--- config.mk ---
export PLATFORM = sky130hd
export DESIGN_NAME = timer_slave
export DESIGN_NICKNAME = d
export VERILOG_FILES = /design/src/rtl/timer_pkg.sv /design/src/rtl/timer_core.sv /design/src/rtl/timer_slave.sv
export SDC_FILE = /design/constraint.sdc
export NUM_CORES = 1
export LEC_CHECK = 0
export CORE_MARGIN = 3
export CORE_UTILIZATION = 52
export DETAILED_ROUTE_END_ITERATION = 7
export PLACE_DENSITY = 0.72
export SLEW_MARGIN = 10
export SYNTH_ARGS = -nofsm -noshare
export SYNTH_HDL_FRONTEND = slang
export SYNTH_SLANG_ARGS = --single-unit
--- constraint.sdc ---
create_clock -name clk -period 1.95 [get_ports clk]
set_input_delay 0.195 -clock clk [delete_from_list [all_inputs] [get_ports clk]]
set_output_delay 0.195 -clock clk [all_outputs]
set_load 0.01 [all_outputs]
--- src/rtl/timer_pkg.sv ---
// Shared register map and bit positions for the memory-mapped timer.
// Used by the bus responder and by anything that talks to the timer.
// Offsets are relative to the 8-byte aligned register window base.
package timer_pkg;

  // Register offsets within the 8-byte window
  localparam logic [2:0] TMR_CNT_L = 3'd0;
  localparam logic [2:0] TMR_CNT_H = 3'd1;
  localparam logic [2:0] TMR_LAT_L = 3'd2;
  localparam logic [2:0] TMR_LAT_H = 3'd3;
  localparam logic [2:0] TMR_CTRL  = 3'd4;
  localparam logic [2:0] TMR_STAT  = 3'd5;
  localparam logic [2:0] TMR_PRE   = 3'd6;
  localparam logic [2:0] TMR_RSVD  = 3'd7;

  // CTRL bit positions
  localparam int CTRL_EN   = 0;
  localparam int CTRL_CONT = 1;
  localparam int CTRL_IE   = 2;

  // STAT bit positions
  localparam int STAT_IF  = 0;
  localparam int STAT_RUN = 1;

endpackage

--- src/rtl/timer_core.sv ---
// Prescaler + 16-bit down-counter datapath with RUN and IF state.
// Latency: all state updates land on the clock edge after the strobe.
// No backpressure: load/clear strobes are single-cycle and always accepted.
module timer_core
  import timer_pkg::*;
#(
  parameter int PRE_W = 8
) (
  input  logic             clk,
  input  logic             rst_i,
  input  logic             en_i,
  input  logic             cont_i,
  input  logic [PRE_W-1:0] pre_i,
  input  logic [15:0]      lat_i,
  input  logic             load_i,
  input  logic [15:0]      load_val_i,
  input  logic             if_clr_i,
  output logic [15:0]      cnt_o,
  output logic             run_o,
  output logic             if_o
);

  localparam logic [PRE_W-1:0] PCNT_ONE = PRE_W'(1);

  logic [PRE_W-1:0] pcnt_q, pcnt_d;
  logic [15:0]      cnt_q, cnt_d;
  logic             run_q, run_d;
  logic             if_q, if_d;
  logic             tick;
  logic             undf;

  // State registers; reset abandons any count in progress
  always_ff @(posedge clk) begin
    if (rst_i) begin
      pcnt_q <= '0;
      cnt_q  <= '0;
      run_q  <= 1'b0;
      if_q   <= 1'b0;
    end else begin
      pcnt_q <= pcnt_d;
      cnt_q  <= cnt_d;
      run_q  <= run_d;
      if_q   <= if_d;
    end
  end

  // Next state: a counter load beats any tick in the same cycle,
  // and an underflow set beats a software IF clear
  always_comb begin
    pcnt_d = pcnt_q;
    cnt_d  = cnt_q;
    run_d  = run_q;
    if_d   = if_q;
    tick   = en_i & run_q & (pcnt_q == pre_i);
    undf   = tick & (cnt_q == 16'd0);

    if (load_i) begin
      cnt_d  = load_val_i;
      pcnt_d = '0;
      run_d  = 1'b1;
      if_d   = 1'b0;
    end else begin
      if (en_i && run_q) begin
        pcnt_d = tick ? '0 : (pcnt_q + PCNT_ONE);
      end
      if (tick) begin
        if (cnt_q != 16'd0) begin
          cnt_d = cnt_q - 16'd1;
        end else if (cont_i) begin
          // lat_i is the registered latch, so a same-cycle LAT write is not seen
          cnt_d = lat_i;
        end else begin
          run_d = 1'b0;
        end
      end
      if (undf) begin
        if_d = 1'b1;
      end else if (if_clr_i) begin
        if_d = 1'b0;
      end
    end
  end

  assign cnt_o = cnt_q;
  assign run_o = run_q;
  assign if_o  = if_q;

endmodule

--- src/rtl/timer_slave.sv ---
// 65C02 bus responder for an 8-register down-counter timer with level IRQ.
// Latency: RD is registered, valid one cycle after the address; IRQ lags IF by one cycle.
// Backpressure: accesses only take effect while RDY=1; otherwise the block is untouched.
module timer_slave
  import timer_pkg::*;
#(
  parameter logic [15:0] BASE  = 16'hFE00,
  parameter int          PRE_W = 8
) (
  input  logic        clk,
  input  logic        RST,
  input  logic [15:0] AD,
  input  logic [7:0]  DO,
  input  logic        WE,
  input  logic        RDY,
  output logic [7:0]  RD,
  output logic        IRQ
);

  logic [15:0]      lat_q, lat_d;
  logic [7:0]       snap_q, snap_d;
  logic [PRE_W-1:0] pre_q, pre_d;
  logic [2:0]       ctrl_q, ctrl_d;
  logic [7:0]       rd_q, rd_d;
  logic             irq_q, irq_d;

  logic             sel;
  logic             wr_en;
  logic             rd_en;
  logic [2:0]       off;
  logic [7:0]       rd_mux;
  logic             load;
  logic             if_clr;
  logic [15:0]      cnt;
  logic             run;
  logic             if_flag;

  assign sel    = RDY & (AD[15:3] == BASE[15:3]);
  assign wr_en  = sel & WE;
  assign rd_en  = sel & ~WE;
  assign off    = AD[2:0];
  assign load   = wr_en & (off == TMR_CNT_H);
  assign if_clr = wr_en & (off == TMR_STAT) & DO[0];

  timer_core #(
    .PRE_W(PRE_W)
  ) u_core (
    .clk       (clk),
    .rst_i     (RST),
    .en_i      (ctrl_q[CTRL_EN]),
    .cont_i    (ctrl_q[CTRL_CONT]),
    .pre_i     (pre_q),
    .lat_i     (lat_q),
    .load_i    (load),
    .load_val_i({DO, lat_q[7:0]}),
    .if_clr_i  (if_clr),
    .cnt_o     (cnt),
    .run_o     (run),
    .if_o      (if_flag)
  );

  // Read data mux over the current (pre-edge) register contents
  always_comb begin
    rd_mux = 8'h00;
    case (off)
      TMR_CNT_L: rd_mux = cnt[7:0];
      TMR_CNT_H: rd_mux = snap_q;
      TMR_LAT_L: rd_mux = lat_q[7:0];
      TMR_LAT_H: rd_mux = lat_q[15:8];
      TMR_CTRL:  rd_mux = {5'b0, ctrl_q};
      TMR_STAT:  rd_mux = {6'b0, run, if_flag};
      TMR_PRE:   rd_mux = 8'(pre_q);
      default:   rd_mux = 8'h00;
    endcase
  end

  // Register-file writes, SNAP capture on CNT_L reads, read data and IRQ next state
  always_comb begin
    lat_d  = lat_q;
    snap_d = snap_q;
    pre_d  = pre_q;
    ctrl_d = ctrl_q;
    rd_d   = 8'h00;
    irq_d  = if_flag & ctrl_q[CTRL_IE];

    if (wr_en) begin
      case (off)
        TMR_CNT_L, TMR_LAT_L: lat_d[7:0]  = DO;
        TMR_CNT_H, TMR_LAT_H: lat_d[15:8] = DO;
        TMR_CTRL:             ctrl_d      = DO[2:0];
        TMR_PRE:              pre_d       = DO[PRE_W-1:0];
        default:              ;
      endcase
    end

    if (rd_en) begin
      rd_d = rd_mux;
      // Latching the high byte here keeps an L-then-H read pair coherent
      if (off == TMR_CNT_L) begin
        snap_d = cnt[15:8];
      end
    end
  end

  // Bus-side state registers
  always_ff @(posedge clk) begin
    if (RST) begin
      lat_q  <= '0;
      snap_q <= '0;
      pre_q  <= '0;
      ctrl_q <= '0;
      rd_q   <= '0;
      irq_q  <= 1'b0;
    end else begin
      lat_q  <= lat_d;
      snap_q <= snap_d;
      pre_q  <= pre_d;
      ctrl_q <= ctrl_d;
      rd_q   <= rd_d;
      irq_q  <= irq_d;
    end
  end

  assign RD  = rd_q;
  assign IRQ = irq_q;

endmodule

==> results.cfg <==
[clock_network]
cts_buffer_depth = 2
cts.clk_slew.worst_paths_ns = 0.09
clkLatencyLatePin_ns = 0.36
clock-sinks = 70
cts_root_buffer = clkbuf_8
cts_buffers = 9
cts_tree = done
cts_hold_buffers = 0
cts-htree-levels = 3

[setup_path]
rr_startpoint = u_core.pcnt_q[4]$_SDFFE_PP0P_
crit_slowest_cell = dfxtp_2
crit_arrival_ns = 2.33
crit_start = u_core.pcnt_q[4]$_SDFFE_PP0P_
r2r_slack_ns = -0.11
crit_chain = xor2_2 > nor4_4 > nand4_1 > buf_4 > buf_6 > o21ai_2 > o211ai_1 > a21oi_2
critPathMaxStageDelay_ns = 0.34
crit_path_end_kind = flip-flop
r2r_cells = 8
critical_path_class = flip-flop to flip-flop
worstPathRequired_ns = 2.22
crit_buf_inv = 2
start_kind = flip-flop
critPathTopFamily = simple AND/OR/NAND/NOR gates
timing.rr.end = u_core.cnt_o[14]$_SDFFE_PP0P_
critical_path_peak_fanout = 6

[route]
drc = 0
wirelength_mm = 13.6
ant_nets = 0
first_pass_iters = 7
vias = 4238
dr.first_iter.drc_count = 449
vias_per_cell = 6.14
wl_per_cell_um = 19.8

[sta]
maxSlewHeadroom_pct = 67.5
holdWs_ns = 0.172
tightest_slew_ns = 0.488
min_period_ns = 2.06
post-route-period-util_pct = 106
fin_tns_setup_ns = -0.582
setup_viol = 13
fin_worst_skew_ns = 0.0127
hold_viol_final = 0
slew_violations = 0
rsz0062_at_grt = yes
setup_slack_ns = -0.115
max_freq_mhz = 484

[global_routing]
use_met2_pct = 49.1
overflow = 0
first_global_vias = 3895
grt_max_degree = 38
globalRouteMet3Util_pct = 7.71
grt_use_met1_pct = 43.4
top_usage_layer = met2
grt_pass1_wl_mm = 20.7
antenna_found_initial = 0
grt.total_usage_pct = 31.8

[power]
combPwrFrac_pct = 6.8
power.leakage_nw = 2.30
switching_share_pct = 25.5
ir_drop_mv = 0.385
p_seq_share_pct = 50.4
p_clk_share_pct = 42.8
switchingPower_mw = 0.722
p_int_mw = 2.11
powerDensity_nw_per_um2 = 528

[min_path]
hold_end = snap_q[3]$_SDFFE_PP0P_
hold_class = input pin to flip-flop
whs_path_depth = 2
min_from = RST

[synthesis]
ys_ff_latch = 70
yosys_most_used_dff = dfxtp_1
synth_seq_area_share_pct = 36.6
ys_async_sr_fraction_pct = 0
yosys_warnings = 0
synthTopCellsByArea = dfxtp_1 (37%), nand2_1 (8.0%), a21oi_1 (6.3%)
synth_top_area_share_pct = 36.6
synthCells = 477
synth_top_area_cell = dfxtp_1
synth_edf_count = 0
synth.distinct_cells = 61
postSynthAreaPerCell_um2 = 8.02
syn_nets = 508
synth_area_um2 = 3830

[outcome]
outcome = complete, but fails checks
violations = negative setup slack

[floorplanning]
die_w_um = 91.8
die_h_um = 91.8
dieArea_um2 = 8430
start_util_pct = 54.8
rows = 30
pin_count = 37
coreArea_um2 = 6980

[cells_and_area]
syn2layout_area_growth_pct = 40.2
layoutNonFillerInstCount = 690
finish.instance_area_um2 = 5370
final.fill_count = 534
diodes = 0
drive_above_1_share_pct = 29.5
nets = 620

[placed_design]
gp_congestion = 1.01
dp.cells = 665
io_buffers = 36
dp_hpwl_mm = 10.2
placedInstanceArea_um2 = 4820

[run]
max_cap_violations = 0
## worst max-delay path by stage
| stage | endpoint | slack, ns | depth (start not counted) |
|---|---|---|---|
| after floorplan | u_core.cnt_o[3]$_SDFFE_PP0P_ | 0.02 | 8 |
| after global placement | u_core.cnt_o[14]$_SDFFE_PP0P_ | -0.42 | 7 |
| after detailed placement | u_core.cnt_o[14]$_SDFFE_PP0P_ | -0.40 | 7 |
| after CTS | u_core.cnt_o[6]$_SDFFE_PP0P_ | -0.08 | 7 |
| after global routing | u_core.cnt_o[6]$_SDFFE_PP0P_ | -0.17 | 7 |
| final | u_core.cnt_o[14]$_SDFFE_PP0P_ | -0.11 | 8 |
## flip-flops by register name, summed over array words and instances, names as in the netlist
signal,cells
u_core.pcnt_q,8
RD,8
u_core.cnt_o,16
lat_q,16
snap_q,8
u_core.if_o,1
u_core.run_o,1
pre_q,8
IRQ,1
ctrl_q,3
## cell usage in the layout (no fill, tap or decap), types with 4 or more instances in the layout
master	n
a21o_1	4
a22o_1	4
clkdlybuf4s50_1	33
dfxtp_1	65
nand4_1	10
a211oi_1	5
a31oi_1	4
a21oi_2	12
xnor2_1	6
clkbuf_8	9
inv_1	6
buf_6	10
nand2_1	77
buf_4	81
or3_1	6
and3_1	5
o21ai_0	8
dfxtp_2	5
nor3_1	7
a21oi_1	36
nor2_1	50
xor2_1	11
nor2b_1	4
mux2i_1	21
nor4_4	4
nand2_2	4
nand3_1	9
o21ai_1	8
## layout make-up
class	instances	area (µm²)	area share [%]
clock inverter	6	70.1	1.31
sequential	70	1410	26.2
inverter	7	26.3	0.490
clock buffer	10	128	2.38
multi-input combinational	372	2500	46.6
timing repair buffer	129	1120	20.8
tap	96	120	2.24
## cell families (layout without fill, tap and decap cells)
group	Yosys count	in the layout	share of synthesized area (%)
flops	70	70	36.6
simple gates	220	220	29.7
fa+ha+maj	3	3	0.981
xor+xnor	19	19	4.35
mux	25	25	7.26
buf+inv	35	152	3.99
compound gates	105	105	17.1
## power groups by stage
stage          Sequential (mW)  Combinational (mW)  Clock (mW)
3_5_place_dp              1.46               0.177           0
3_3_place_gp              1.46               0.177           0
5_1_grt                   1.43               0.200        1.28
6_report                  1.43               0.194        1.21
4_1_cts                   1.43               0.179        1.21
2_1_floorplan             1.46              0.0664           0
## metrics by stage
stage	util [%]	total power [mW]	setup slack [ns]
2_1_floorplan	-	1.53	0.0223
3_3_place_gp	69.0	1.64	-0.420
3_5_place_dp	69.0	1.64	-0.400
4_1_cts	73.3	2.82	-0.0820
5_1_grt	76.9	2.90	-0.171
6_report	76.9	2.83	-0.115
## synthesized netlist by cell type, types with 4 or more instances
master    number
o21ai_0       15
and2_1         4
a31oi_1        4
xnor2_1        6
a22o_1         4
buf_2          8
inv_1          7
dfxtp_1       70
nand2_1       82
xor2_1        13
nand4_1       10
a21o_1         4
nor3_1         9
nor2b_1        5
nand3_1       12
nor2_1        52
a21oi_1       48
a211oi_1       6
or3_1          6
clkbuf_1      16
mux2i_1       21
and3_1         7
## per-layer routing
metal / vias up / share of wire [%]
met4: 0 / 3.3
met5: - / 0
li1: 1919 / -
met3: 48 / 12
met1: 1993 / 41
met2: 278 / 44
## timing repair
action / CTS / global route
endpoints found under the setup margin: 19 / 40
buffers inserted: 2 / 6
gates resized for setup: 16 / 60
pin swaps: 7 / 18
cloned: 0 / 1
(Power assumes the default switching activity.)
